==> src/rtl/req_ack_window_if.sv <==
// rtl/req_ack_window_if.sv - handshake and status bundle for the req/ack window generator
interface req_ack_window_if #(
    parameter int DEPTH = 4
) ();
    localparam int PW = $clog2(DEPTH + 1);

    logic          req;
    logic          stall;
    logic          ack;
    logic [PW-1:0] pending;
    logic          full;
    logic          drop;
    logic          late;
    logic [7:0]    late_cnt;

    modport master (
        output req,
        output stall,
        input  ack,
        input  pending,
        input  full,
        input  drop,
        input  late,
        input  late_cnt
    );

    modport slave (
        input  req,
        input  stall,
        output ack,
        output pending,
        output full,
        output drop,
        output late,
        output late_cnt
    );
endinterface

==> src/rtl/req_ack_window_gen.sv <==
// rtl/req_ack_window_gen.sv - bounded-latency ack generator with age-tracking request FIFO
module req_ack_window_gen #(
    parameter int MIN_LAT = 1,
    parameter int MAX_LAT = 2,
    parameter int DEPTH   = 4,
    parameter int AGE_W   = 3
) (
    input  logic               clk,
    input  logic               rst,
    req_ack_window_if.slave    bus
);
    localparam int PW    = $clog2(DEPTH + 1);
    localparam int PTR_W = (DEPTH > 1) ? $clog2(DEPTH) : 1;
    localparam int SUM_W = ((PW > 8) ? PW : 8) + 1;

    localparam logic [AGE_W-1:0] AGE_MAX  = {AGE_W{1'b1}};
    localparam logic [AGE_W-1:0] AGE_MIN  = AGE_W'(MIN_LAT);
    localparam logic [AGE_W-1:0] AGE_LATE = AGE_W'(MAX_LAT);
    localparam logic [AGE_W-1:0] AGE_NEW  = AGE_W'(1);
    localparam logic [PTR_W-1:0] PTR_LAST = PTR_W'(DEPTH - 1);
    localparam logic [PW-1:0]    CNT_FULL = PW'(DEPTH);
    localparam logic [SUM_W-1:0] CNT_SAT  = SUM_W'(255);

    generate
        if (MIN_LAT < 1 || MIN_LAT > MAX_LAT) begin : g_bad_lat
            $error("req_ack_window_gen: need 1 <= MIN_LAT <= MAX_LAT");
        end
        if (DEPTH < 1) begin : g_bad_depth
            $error("req_ack_window_gen: DEPTH must be at least 1");
        end
        if ((2 ** AGE_W) - 1 <= MAX_LAT) begin : g_bad_age
            $error("req_ack_window_gen: AGE_W too narrow for MAX_LAT");
        end
    endgenerate

    logic [DEPTH-1:0] slot_valid;
    logic [AGE_W-1:0] slot_age [DEPTH];
    logic [PTR_W-1:0] rd_ptr;
    logic [PTR_W-1:0] wr_ptr;
    logic [PW-1:0]    count;
    logic             late_q;
    logic [7:0]       late_cnt_q;

    logic             head_valid;
    logic [AGE_W-1:0] head_age;
    logic             full;
    logic             ack;
    logic             drop;
    logic             do_pop;
    logic             do_push;
    logic [PW-1:0]    late_n;
    logic [SUM_W-1:0] late_sum;
    logic [7:0]       late_cnt_next;

    function automatic logic [PTR_W-1:0] ptr_inc(input logic [PTR_W-1:0] p);
        return (p == PTR_LAST) ? '0 : p + PTR_W'(1);
    endfunction

    assign head_valid = slot_valid[rd_ptr];
    assign head_age   = slot_age[rd_ptr];
    assign full       = (count == CNT_FULL);

    // ack depends only on registered state and stall, never on req
    assign ack     = !rst && head_valid && (head_age >= AGE_MIN) && !bus.stall;
    assign drop    = !rst && bus.req && full && !ack;
    assign do_pop  = ack;
    assign do_push = !rst && bus.req && (!full || do_pop);

    // Entries sitting at MAX_LAT that are not leaving now have missed their window
    always_comb begin
        late_n = '0;
        for (int i = 0; i < DEPTH; i++) begin
            if (slot_valid[i] && (slot_age[i] == AGE_LATE) &&
                !(do_pop && (PTR_W'(i) == rd_ptr))) begin
                late_n = late_n + PW'(1);
            end
        end
    end

    assign late_sum      = SUM_W'(late_cnt_q) + SUM_W'(late_n);
    assign late_cnt_next = (late_sum > CNT_SAT) ? 8'hff : late_sum[7:0];

    always_ff @(posedge clk) begin
        if (rst) begin
            slot_valid <= '0;
            for (int i = 0; i < DEPTH; i++) begin
                slot_age[i] <= '0;
            end
            rd_ptr     <= '0;
            wr_ptr     <= '0;
            count      <= '0;
            late_q     <= 1'b0;
            late_cnt_q <= '0;
        end else begin
            for (int i = 0; i < DEPTH; i++) begin
                if (slot_valid[i] && (slot_age[i] != AGE_MAX)) begin
                    slot_age[i] <= slot_age[i] + AGE_W'(1);
                end
            end
            if (do_pop) begin
                slot_valid[rd_ptr] <= 1'b0;
                rd_ptr             <= ptr_inc(rd_ptr);
            end
            // When full, wr_ptr equals rd_ptr; the push below overrides the pop clear
            if (do_push) begin
                slot_valid[wr_ptr] <= 1'b1;
                slot_age[wr_ptr]   <= AGE_NEW;
                wr_ptr             <= ptr_inc(wr_ptr);
            end
            if (do_push && !do_pop) begin
                count <= count + PW'(1);
            end else if (do_pop && !do_push) begin
                count <= count - PW'(1);
            end
            if (late_n != '0) begin
                late_q     <= 1'b1;
                late_cnt_q <= late_cnt_next;
            end
        end
    end

    assign bus.ack      = ack;
    assign bus.pending  = count;
    assign bus.full     = full;
    assign bus.drop     = drop;
    assign bus.late     = late_q;
    assign bus.late_cnt = late_cnt_q;
endmodule
==> src/flat_wrapper.sv <==
// flat-port wrapper written by rule: the top's interface ports become plain ports
module req_ack_window_gen_flat 
#(
    parameter int MIN_LAT = 1,
    parameter int MAX_LAT = 2,
    parameter int DEPTH   = 4,
    parameter int AGE_W   = 3
)
  (clk, rst, bus_req, bus_stall, bus_ack, bus_pending, bus_full, bus_drop, bus_late, bus_late_cnt);
  req_ack_window_if #(.DEPTH(DEPTH)) bus_i ();
  input  logic clk;
  input  logic rst;
  input wire logic [$bits(bus_i.req)-1:0] bus_req;
  input wire logic [$bits(bus_i.stall)-1:0] bus_stall;
  output wire logic [$bits(bus_i.ack)-1:0] bus_ack;
  output wire logic [$bits(bus_i.pending)-1:0] bus_pending;
  output wire logic [$bits(bus_i.full)-1:0] bus_full;
  output wire logic [$bits(bus_i.drop)-1:0] bus_drop;
  output wire logic [$bits(bus_i.late)-1:0] bus_late;
  output wire logic [$bits(bus_i.late_cnt)-1:0] bus_late_cnt;
  assign bus_i.req = bus_req;
  assign bus_i.stall = bus_stall;
  assign bus_ack = bus_i.ack;
  assign bus_pending = bus_i.pending;
  assign bus_full = bus_i.full;
  assign bus_drop = bus_i.drop;
  assign bus_late = bus_i.late;
  assign bus_late_cnt = bus_i.late_cnt;
  req_ack_window_gen #(.MIN_LAT(MIN_LAT), .MAX_LAT(MAX_LAT), .DEPTH(DEPTH), .AGE_W(AGE_W)) u_core (.clk(clk), .rst(rst), .bus(bus_i));
endmodule
==> config.mk <==
export PLATFORM = sky130hd
export DESIGN_NAME = req_ack_window_gen_flat
export DESIGN_NICKNAME = d
export VERILOG_FILES = /design/src/rtl/req_ack_window_if.sv /design/src/rtl/req_ack_window_gen.sv /design/src/flat_wrapper.sv
export SDC_FILE = /design/constraint.sdc
export NUM_CORES = 1
export LEC_CHECK = 0
export CORE_ASPECT_RATIO = 0.5
export CORE_UTILIZATION = 57
export CTS_CLUSTER_DIAMETER = 120
export DETAILED_ROUTE_END_ITERATION = 10
export GPL_ROUTABILITY_DRIVEN = 0
export PLACE_DENSITY = 0.9
export SLEW_MARGIN = 20
export SYNTH_ARGS = -nofsm -noshare
export SYNTH_HDL_FRONTEND = slang
export SYNTH_SLANG_ARGS = --single-unit
==> constraint.sdc <==
create_clock -name clk -period 6.64 [get_ports clk]
set_clock_uncertainty 0.05 [all_clocks]
set_input_delay 1.66 -clock clk [delete_from_list [all_inputs] [get_ports clk]]
set_output_delay 1.66 -clock clk [all_outputs]
set_load 0.1 [all_outputs]
After elaboration in Yosys (flattened, before gate mapping):

Memory sizes are Yosys's and may differ from the RTL's. A register that Yosys moved wholly into a read port is not among the register bits.
Index checks and enable logic that the tools add are counted.

* add/subtract/negate cells: 12
* order comparisons: 6
* equality and inequality tests: 14
* mux-type cells: 41
* bitwise operators: 7
* reduce and logical (&&, ||, !) cells: 40

Operator list (count)
* $logic_and 1x1->1: 27
* $mux 3: 9
* $add 3x1->3 const B: 7
* $mux 1: 21
* $eq 3x2->1 const B: 4
* $mux 4: 3
* $ne 3x3->1 const B: 4
* $add 8x3->9: 1
* $gt 9x8->1 const B: 1
* $logic_not 1->1: 9
* $mux 2: 4
* $mux 8: 1
* $lt 2x3->1 const B: 2
* $add 2x1->2 const B: 2
* $and 4x4->4: 1
* $demux 1 s2: 2
* $eq 2x2->1 const A: 2
* $eq 2x2->1 const B: 2
* $ge 2x1->1 const B: 2
* $not 4->4: 1
* $or 1x1->1: 4
* $or 4x4->4: 1
* $eq 3x3->1 const B: 1
* $ge 3x1->1 const B: 1
* 8 further kinds: 8

* register bits: 20
* bits in writable memories: 12
* bits of input ports: 4
* output and inout port bits: 15
* word-level logic and storage cells: 127
* memories: 1

Memories
* u_core.slot_age: words 4, width 3, read ports 5, clocked after Yosys merged registers in 1, write ports 5, line req_ack_window_gen.sv:37 `logic [AGE_W-1:0] slot_age [DEPTH];`

Logic depth before layout (Yosys ltp):

* depth after elaboration: 18
* mapped depth: 22
* mapped depth without buffers: 20

Worst setup path after synthesis:

OpenSTA, ideal clock, no wires.

* path kind: reg-to-output
* start: register u_core.count[2], in the netlist u_core.bus.pending[2]
* end: output bus_drop
* data arrival time: 4.588 ns
* data required time: 4.930 ns
* setup slack: 0.342 ns
* cell stages (with the launch flop): 4
* path buffers: 0
* path through: dfxtp_1 nor3b_1 nor2b_2 and3b_1

* cells in the longest elaborated chain, start to end: 3

RTL lines
* from (decl): line req_ack_window_gen.sv:40 `logic [PW-1:0] count;`
* from (signal assigned): line req_ack_window_gen.sv:111 `count <= count + PW'(1);`
* from (signal assigned): line req_ack_window_gen.sv:113 `count <= count - PW'(1);`
* $eq 3x3->1: line req_ack_window_gen.sv:61 `assign full = (count == CNT_FULL);`
* named net bus_full: line flat_wrapper.sv:17 `output wire logic [$bits(bus_i.full)-1:0] bus_full;`
* $logic_and 1x1->1 (2 in series): line req_ack_window_gen.sv:65 `assign drop = !rst && bus.req && full && !ack;`
* to (decl): line flat_wrapper.sv:18 `output wire logic [$bits(bus_i.drop)-1:0] bus_drop;`

The timed path passes the listed nets, and every way through them passes these cells.

Final worst setup path:

* start: input rst
* end: register u_core.late_cnt_q[1], in the netlist u_core.bus.late_cnt[1]

* cells in the longest elaborated chain, start to end: 17
* elaborated cells between the ends (all ways): 27
* those cells by class: 4 x add/sub; 1 x order compare; 5 x mux; 17 x reduce/logical

RTL lines
* from (decl): line flat_wrapper.sv:12 `input logic rst;`
* $logic_not 1->1: line req_ack_window_gen.sv:64 `assign ack = !rst && head_valid && (head_age >= AGE_MIN) && !bus.stall;`
* $logic_and 1x1->1 (3 in series): line req_ack_window_gen.sv:64
* $logic_and 1x1->1: line req_ack_window_gen.sv:74 `!(do_pop && (PTR_W'(i) == rd_ptr))) begin`
* $logic_not 1->1: line req_ack_window_gen.sv:74
* $logic_and 1x1->1: line req_ack_window_gen.sv:73 `if (slot_valid[i] && (slot_age[i] == AGE_LATE) &&`
* $mux 1: line req_ack_window_gen.sv:73
* $add 1x1->2: line req_ack_window_gen.sv:75 `late_n = late_n + PW'(1);`
* $mux 3: line req_ack_window_gen.sv:73
* $add 3x1->3: line req_ack_window_gen.sv:75
* $mux 3: line req_ack_window_gen.sv:73
* $add 3x1->3: line req_ack_window_gen.sv:75
* $mux 3: line req_ack_window_gen.sv:73
* $add 8x3->9: line req_ack_window_gen.sv:80 `assign late_sum = SUM_W'(late_cnt_q) + SUM_W'(late_n);`
* $gt 9x8->1: line req_ack_window_gen.sv:81 `assign late_cnt_next = (late_sum > CNT_SAT) ? 8'hff : late_sum[7:0];`
* $mux 8: line req_ack_window_gen.sv:81
* to (signal assigned): line req_ack_window_gen.sv:117 `late_cnt_q <= late_cnt_next;`
* to (decl): line req_ack_window_gen.sv:42 `logic [7:0] late_cnt_q;`

Several ways; a longest one is shown, not always the timed one.
A chain may end at the register's enable or synchronous reset.

==> impl_metrics.env <==
export IMPL_outcome="completed"
export IMPL_crit_type="primary input to register"
export IMPL_fin_total_pwr_mw=0.581
export IMPL_final_layout_size_suffix_gt1_share_pct=8.91
export IMPL_grt_overflow_total=0
export IMPL_cts_made_buffers=5
export IMPL_vdd_drop_max_v=0.000203
export IMPL_numClockSinks=34
export IMPL_cp_num_buf_inv=2
export IMPL_yosysTopAreaCellShare_pct=31.8
export IMPL_grt_usage_pct=27.5
export IMPL_synth_ff_type="dfxtp_1"
export IMPL_die_x_microns=88.7
export IMPL_clk_path_buf_depth=2
export IMPL_cap_violations=0
export IMPL_antenna_found_initial=0
export IMPL_htreeDepth=2
export IMPL_layout_min_cycle_time_ns=5.60
export IMPL_crit_required_ns=6.78
export IMPL_crit_path_cell_trace="clkdlybuf4s50_1, nor2_1, and3_1, nand2_1, nand2_1, nor3b_1, inv_1, ha_1, and3_1, o21ai_0, a21boi_0, ha_1, nand3_1, xnor2_1, ha_1, a21oi_1, nor2b_1, nand3_1, a311oi_1"
export IMPL_multiInputGateArea_sq_um=1360
export IMPL_synth_area_leader_cell="dfxtp_1"
export IMPL_ctsRootBufferMaster="clkbuf_8"
export IMPL_start_util_pct=61.0
export IMPL_critPathMaxFanout=7
export IMPL_setup_viol=0
export IMPL_synth_fp_nets=261
export IMPL_slew_violations=0
export IMPL_worst_slew_pin_slew_ns=1.09
export IMPL_synth_simple_area_share_pct=16.8
export IMPL_max_freq_mhz=179
export IMPL_grt_pass1_wl_microns=8070
export IMPL_num_vias=1796
export IMPL_synth_xor_area_share_pct=4.09
export IMPL_ctsResizeCount=0
export IMPL_post_cts_buffers=0
export IMPL_ys_top_cells_by_area="dfxtp_1 32%, ha_1 16%, nand2_1 3.5%"
export IMPL_wirelength_microns=5000
export IMPL_yosysUniqueCellTypes=44
export IMPL_cp_start_kind="primary input"
export IMPL_nets=279
export IMPL_path_clk_slew_ns=0.07
export IMPL_fin_crit_sh_pct=84.3
export IMPL_cts_tree="done"
export IMPL_drt_antenna_violating_nets=0
export IMPL_holdBufCountCts=0
export IMPL_synth_top_family_by_area="adder cells"
export IMPL_io_pins=19
export IMPL_crit_path_end_kind="register"
export IMPL_rows=15
export IMPL_synth_edf_count=0
export IMPL_cpMostUsedCell="ha_1"
export IMPL_p_per_area_nw_per_um2=234
export IMPL_clk_latency_ns=0.29
export IMPL_drc_errors=0
export IMPL_tns_ns=0
export IMPL_die_h_microns=45.3
export IMPL_hold_path_class="register to register"
export IMPL_async_flop_share_pct=0
export IMPL_synth_compound_gate_area_share_pct=16.7
export IMPL_synth_area_mux_share_pct=8.00
export IMPL_yosysSeqAreaShare_pct=31.8
export IMPL_ys_seq_elements=34
export IMPL_area_growth_synth_to_final_pct=16.0
export IMPL_register_area_sq_um=681
export IMPL_yosys_top_cells_count="34 x dfxtp_1, 27 x ha_1, 20 x nand2_1"
export IMPL_syn_avg_cell_area_sq_um=9.39
export IMPL_wl_per_cell_microns=16.8
export IMPL_crit_family="simple AND/OR/NAND/NOR gates"
export IMPL_syn_inst=228
export IMPL_crit_arrival_ns=5.74
export IMPL_relSlewSlack_pct=27.3
export IMPL_dieArea_sq_um=4020
export IMPL_final_util_pct=70.8
export IMPL_nFillCells=238
export IMPL_hold_violations=0
export IMPL_portBuffers=18
export IMPL_drtPass1Iterations=4
export IMPL_p_leak_nw=1.03
export IMPL_rsz0062_at_grt="no"
export IMPL_synth_warnings=0
export IMPL_synth_most_common_cell="dfxtp_1"
export IMPL_slowest_delay_ns=0.51
export IMPL_syn_cell_area_sq_um=2140
export IMPL_drtIter0Drc=182
export IMPL_synth_adder_area_share_pct=17.6
export IMPL_antenna_cells=0
export IMPL_grt_pass1_vias=1705
export IMPL_slowest_stage="clkdlybuf4s50_1"
export IMPL_vias_per_cell=6.03
export IMPL_core_sq_um=3510
export IMPL_dp_hpwl_microns=3500
export IMPL_grt_max_degree=35
worst register-to-register path, stage by stage (launching register included):
cell,delay [ns]
dfxtp_1,0.37
or3_1,0.40
mux4_2,0.52
and3_1,0.26
nand2_1,0.11
nand2_1,0.07
nor3b_1,0.33
inv_1,0.10
ha_1,0.21
and3_1,0.17
o21ai_0,0.09
a21boi_0,0.28
ha_1,0.23
nand3_1,0.09
xnor2_1,0.17
ha_1,0.36
a21oi_1,0.08
nor2b_1,0.34
nand3_1,0.23
a311oi_1,0.32
metrics by stage:
step | hold slack, ns | setup WS (ns) | instance area (sq um) | instances
floorplan | 0.401 | 0.342 | 2140 | 228
global placement | 0.403 | 1.16 | 2340 | 290
detailed placement | 0.427 | 0.889 | 2340 | 290
CTS | 0.443 | 1.08 | 2480 | 298
global route | 0.478 | 0.640 | 2480 | 298
finish | 0.440 | 1.04 | 2480 | 298
state kept, by name (all words and copies together) (netlist names), named ones only:
name	cells
u_core.bus.late	1
u_core.wr_ptr	2
u_core.bus.pending	3
u_core.rd_ptr	2
u_core.slot_valid	4
u_core.slot_age	12
u_core.bus.late_cnt	8
cells by family (layout without fill, tap and decap cells):
logic type / count (synthesis) / count (layout)
simple gates: 68 / 68
compound gates: 51 / 51
flops: 34 / 34
fa+ha+maj: 29 / 29
buf+inv: 24 / 43
mux: 12 / 12
xor+xnor: 10 / 10
cell type report:
cell class	count	share of cell area, %
clock inverter	2	2.42
sequential	34	27.4
timing repair buffer	19	7.35
clock buffer	6	3.32
inverter	16	2.42
tap	51	2.57
multi-input combinational	170	54.5
path summary, 6_finish.rpt:
kind | startpoint | to | slack, ns | cells past startpoint
max | rst | u_core.bus.late_cnt[1] | 1.04 | 19
min | u_core.bus.late | u_core.bus.late | 0.44 | 2
max reg2reg | u_core.slot_age[0][0] | u_core.bus.late_cnt[1] | 1.75 | 19
min reg2reg | u_core.bus.late | u_core.bus.late | 0.44 | 2
power by group:
group	switching, mW	internal [mW]	leakage [nW]	total [mW]
logic	0.0726	0.0393	0.683	0.112
registers	0.0149	0.215	0.276	0.230
clock network	0.0790	0.160	0.0714	0.239
routing by layer:
metal  vias up  global-route usage, %  wire [microns]  share of wire (%)
li1        856                      -               -                  -
met1       859                   32.5            2090                 42
met2        63                   46.8            2430                 49
met3        18                   8.78             340                6.8
met4         0                   13.2             136                2.7
met5         -                      0               0                  0
cells in the final DEF (no fill, tap or decap), types with 3 or more instances in the layout:
cell type,instances
nor2b_1,6
nand2_1,20
xnor2_1,8
or3_1,6
dfxtp_1,34
nor3_1,6
mux2i_1,7
o21ai_0,11
clkdlybuf4s50_1,16
and3_1,5
inv_1,16
buf_4,3
mux4_2,3
a311oi_1,5
clkbuf_8,6
nor2_1,10
nand3_1,5
a41oi_1,3
ha_1,27
a21oi_1,11
a211oi_1,9
Power figures use the tool's default switching activity.
==> RTL edit 1 (same settings) <==
Reset style: asynchronous (`rst`), changed in one clocked block.
--- a/src/rtl/req_ack_window_gen.sv
+++ b/src/rtl/req_ack_window_gen.sv
@@ -81,5 +81,5 @@
     assign late_cnt_next = (late_sum > CNT_SAT) ? 8'hff : late_sum[7:0];
 
-    always_ff @(posedge clk) begin
+    always_ff @(posedge clk or posedge rst) begin
         if (rst) begin
             slot_valid <= '0;
Function: differs if rst is asserted again (counterexample within 4 cycles, from zero or initial values and one cycle with rst high); with rst held inactive, the same outputs for 10 cycles.
==> RTL edit 1 against the original RTL <==
- count of clock-buffer cells in the layout fell by 1
- highest routed layer unchanged
- core utilization fell by 0.32 points
- non-clock buffer count unchanged
- cell area fell by 0.45%
- routed wire length fell by 10%
- area after synthesis grew 0.29%
- first-iteration DRC count down 71%
- via count decreased by 7.7%
- critical path type unchanged
- largest cell class unchanged
- worst setup slack lost 0.63 ns
- sequential cell count is 2 lower
Power is left out: the tool's default activity adds up to more than one toggle a clock period on the data nets, which glitch-free logic cannot reach.
==> RTL edit 1: results (changes against the original RTL) <==
Post-CTS Resized=0 (unchanged); Post-synth EDFFs=0 (unchanged); post-synthesis sequential area ratio=37.3% (was 31.8%); DPL Wire Length=3230 um (was 3500 um); first-pass GRT wire length=7580 um (was 8070 um); Post-synth top cells=32 x dfrtp_1, 28 x nand2_1, 27 x ha_1 (was 34 x dfxtp_1, 27 x ha_1, 20 x nand2_1); crit path DAT=6.35 ns (was 5.74 ns); drt wl/cell=15.6 um (was 16.8 um); clk buf depth=2 (unchanged); Root Driver=clkbuf_8 (unchanged); Synth cell types=45 (was 44); DR iter-0 viols=52 (was 182); Max-slew headroom=33.9% (was 27.3%); wire length on met3=187 um (was 340 um); DRT met1 WL=2020 um (was 2090 um); Synth warnings=0 (unchanged); ys async rst share=100% (was 0%); total CTS buffers=5 (unchanged); syn_nets=247 (was 261); status=completed (unchanged); CP max FO=10 (was 7); Placement Setup Slack=0.226 ns (was 0.889 ns); met2 WL=2160 um (was 2430 um); Synth area leaders=dfrtp_1 37%, ha_1 16%, nand2_1 4.9% (was dfxtp_1 32%, ha_1 16%, nand2_1 3.5%); largest net degree at the start of global routing=33 (was 35); max reg flops=12 (unchanged); share of cells above drive strength 1=11.0% (was 8.91%); initial antenna violation count=0 (unchanged); routed vias=1657 (was 1796); top sig layer=met4 (unchanged); Total GRT Usage=25.8% (was 27.5%); worst hold path type=reg -> reg (unchanged); Final Net Count=269 (was 279); H-tree depth=2 (unchanged)
## RTL edit 1: path summary, 6_finish.rpt
path                                               from                                 end  slack (ns)  cells past startpoint
max                                                 rst  u_core.bus.late_cnt[4]$_DFFE_PP0P_        0.42                     21
min                         u_core.bus.late$_DFFE_PP0P_         u_core.bus.late$_DFFE_PP0P_        0.42                      1
max reg2reg                u_core.rd_ptr[0]$_DFFE_PP0N_  u_core.bus.late_cnt[4]$_DFFE_PP0P_        1.45                     20
min reg2reg                 u_core.bus.late$_DFFE_PP0P_         u_core.bus.late$_DFFE_PP0P_        0.42                      1
max in group asynchronous                           rst   u_core.bus.pending[1]$_DFFE_PP0P_        4.37                      3
min in group asynchronous                           rst  u_core.bus.late_cnt[7]$_DFFE_PP0P_        1.85                      3
## RTL edit 1: cell type report
class,instances,area (um^2),area share (%)
Clock inverter,3,42.5,1.72
Multi-Input combinational cell,158,1240,50.1
Clock buffer,5,68.8,2.78
Tap cell,51,63.8,2.58
Inverter,20,75.1,3.03
Sequential cell,32,801,32.4
Timing Repair Buffer,19,183,7.38
## RTL edit 1: routing by layer
layer / vias to the layer above / GRT usage (%)
met2: 44 / 44.5
li1: 789 / -
met5: - / 0
met1: 811 / 30.5
met3: 13 / 5.98
met4: 0 / 14.8
## RTL edit 1: critical path, cell delays in order
cell and delay (ns):
clkdlybuf4s50_1 0.48, nor2_1 0.25, and3_1 0.43, nand2_1 0.13, nand4b_1 0.14, inv_1 0.05, ha_1 0.33, nand4bb_1 0.25
or2_2 0.31, o211a_1 0.13, o211ai_1 0.17, ha_1 0.32, mux2_2 0.30, inv_1 0.08, fa_1 0.21, nor2b_1 0.07
o21a_1 0.18, and3_1 0.23, nand3_1 0.23, nand2_1 0.11, mux2_2 0.27
## RTL edit 1: kinds of logic (layout without fill, tap and decap cells)
kind of cell | after synthesis | count (layout) | synth area share (%)
adders and majority gates | 29 | 29 | 17.6
buffers and inverters | 24 | 47 | 5.01
and+or+nand+nor | 72 | 72 | 17.3
muxes | 10 | 10 | 5.18
AOI/OAI and AO/OA | 37 | 37 | 13.6
xor gates and xnor gates | 10 | 10 | 4.08
DFF | 32 | 32 | 37.3
## RTL edit 1: metrics by stage
step / cells / hold WS (ns) / cell area, um^2 / utilization [%]
after floorplan: 214 / 0.406 / 2150 / -
after global placement: 280 / 0.387 / 2360 / 67.3
after detailed placement: 280 / 0.401 / 2360 / 67.3
after CTS: 288 / 0.434 / 2470 / 70.5
after global routing: 288 / 0.448 / 2470 / 70.5
final: 288 / 0.425 / 2470 / 70.5
==> RTL edit 2 (same flow settings) <==
Made on the original files. `DEPTH` is set to 4 in 3 places; all go to 8.
--- a/src/rtl/req_ack_window_if.sv
+++ b/src/rtl/req_ack_window_if.sv
@@ -1,5 +1,5 @@
 // rtl/req_ack_window_if.sv - handshake and status bundle for the req/ack window generator
 interface req_ack_window_if #(
-    parameter int DEPTH = 4
+    parameter int DEPTH = 8
 ) ();
     localparam int PW = $clog2(DEPTH + 1);
--- a/src/rtl/req_ack_window_gen.sv
+++ b/src/rtl/req_ack_window_gen.sv
@@ -3,5 +3,5 @@
     parameter int MIN_LAT = 1,
     parameter int MAX_LAT = 2,
-    parameter int DEPTH   = 4,
+    parameter int DEPTH   = 8,
     parameter int AGE_W   = 3
 ) (
--- a/src/flat_wrapper.sv
+++ b/src/flat_wrapper.sv
@@ -4,5 +4,5 @@
     parameter int MIN_LAT = 1,
     parameter int MAX_LAT = 2,
-    parameter int DEPTH   = 4,
+    parameter int DEPTH   = 8,
     parameter int AGE_W   = 3
 )
Ports: changed (resized bus_pending); port bits go from 19 to 20. No check against the original RTL was run, so the function may have changed too.
==> RTL edit 2 against the original RTL <==
- the flow now finishes with violations (DRC, setup timing)
- routed wire length is 120% higher
- via count is 100% higher
- sequential share of layout area is 5.2 points lower
- sequential power is 51% higher
- sequential cell count is 20 higher
- worst setup slack worse by 1.5 ns
- cell count is 94% higher
- area after synthesis is 81% higher
- die area is 78% higher
- cell area is 96% higher
- total power is 29% higher
==> RTL edit 2: results (changes against the original RTL) <==
met2 WL=5230 um (was 2430 um); CP max FO=3 (was 7); placed insts=557 (was 290); DPL Wire Length=6780 um (was 3500 um); Port Buffer Count=19 (was 18); vias per inst=6.34 (was 6.03); CTS clk-pin slew, worst paths=0.08 ns; Synth cell types=64 (was 44); Final Non-Filler Cells=577 (was 298); Final Net Count=543 (was 279); Top FF cell, synth=dfxtp_1 (unchanged); drt wl/cell=19.1 um (was 16.8 um); DR iter-0 viols=484 (was 182); post-synthesis adder-cell area fraction=16.9% (was 17.6%); Mapped Cells=430 (was 228); first-pass GRT wire length=16600 um (was 8070 um); Placement Setup Slack=-0.970 ns (was 0.889 ns); Root Driver=clkbuf_16 (was clkbuf_8); vias in the first global route=3460 (was 1705); status=complete, but fails checks (was completed); Residual DRC=1 (was 0); routing usage on met1=34.1% (was 32.5%); Leak=0.00201 uW (was 0.00103 uW); fillers=378 (was 238); H-tree depth=2 (unchanged); 1st-pass router iterations=10 (was 4); DRT met1 WL=4500 um (was 2090 um); Clock Latency Late Sink=0.31 ns (was 0.29 ns); Synth Area in Compound Gates=17.2% (was 16.7%); crit path DAT=7.23 ns (was 5.74 ns); VDD IR-drop max=0.157 mV (was 0.203 mV); xor and xnor area share after synthesis=8.21% (was 4.09%); M3 GR Usage=6.68% (was 8.78%); multiplexer share of the synthesized area=6.11% (was 8.00%); Top Family by Delay on Critical Path=simple AND/OR/NAND/NOR gates (unchanged); Max-slew headroom=32.2% (was 27.3%); Post-synth top cells=54 x dfxtp_1, 49 x ha_1, 38 x nor2_1 (was 34 x dfxtp_1, 27 x ha_1, 20 x nand2_1); clk buf depth=2 (unchanged); setup_tns=-3.16 ns (was 0 ns); max reg flops=24 (was 12); Total GRT Usage=29.9% (was 27.5%); failing checks=DRC, setup timing; share of cells above drive strength 1=23.5% (was 8.91%); Final Setup Violations=8 (was 0); Critical Path Max Stage Delay=0.40 ns (was 0.51 ns); Synth warnings=0 (unchanged); Synth area leaders=dfxtp_1 28%, ha_1 16%, xnor2_1 5.0% (was dfxtp_1 32%, ha_1 16%, nand2_1 3.5%); ys async rst share=0% (unchanged); largest net degree at the start of global routing=56 (was 35); post-synthesis sequential area ratio=27.9% (was 31.8%); CP max stage cell=a311o_1 (was clkdlybuf4s50_1); crit path setup slack, layout=-0.443 ns (was 1.04 ns); wire length on met3=865 um (was 340 um); initial antenna violation count=0 (unchanged); antenna viol nets, final=0 (unchanged); syn_nets=485 (was 261); GRT met2 Usage=54.9% (was 46.8%)
## RTL edit 2: cell count changes after synthesis, moves of 12 or more
cell,before,now
nor2_1,10,38
nor3_1,6,20
inv_1,16,28
ha_1,27,49
dfxtp_1,34,54
xnor2_1,8,22
## RTL edit 2: stage by stage
stage	power [uW]	cell area (um^2)
floorplan	449	4030
global placement	472	4490
detailed placement	476	4490
CTS	746	4770
global route	774	4860
finish	752	4860
## RTL edit 2: power by group
part	switching, uW	total (uW)	internal (uW)
sequential	14.0	347	333
clock	133	278	144
combinational	85.1	127	42.0
total	233	752	520
## RTL edit 2: path summary, 6_finish.rpt
path	end	cells after the start	slack, ns	start
setup reg to reg	u_core.bus.late_cnt[7]$_SDFFE_PP0P_	35	-0.03	flip-flop
hold reg to reg	u_core.bus.pending[3]$_SDFFE_PP0P_	2	0.46	u_core.bus.pending[3]$_SDFFE_PP0P_
setup / recovery	u_core.bus.late_cnt[7]$_SDFFE_PP0P_	34	-0.44	bus_stall
hold / removal	u_core.bus.pending[3]$_SDFFE_PP0P_	2	0.46	u_core.bus.pending[3]$_SDFFE_PP0P_
## RTL edit 2: layout make-up
class                   instances  area, um^2  area share (%)
multi-input cells             333        2860            58.8
clock inverters                 3        28.8           0.592
clock buffers                   5         125            2.57
flip-flops and latches         54        1080            22.2
repair buffers                 66         548            11.3
inverters                      28         113            2.32
well taps                      88         110            2.26
## RTL edit 2: worst min-delay path, delay by kind of cell (launching register included)
family / cells / cell delay [ns]
AO/OA/AOI/OAI: 2 / 0.13
flip-flops: 1 / 0.33
## RTL edit 2: timing repair
action,4_1_cts,5_1_grt
setup buffers,9,4
endpoints found under the setup margin,9,9
resized for setup,18,11
pin swaps,29,12
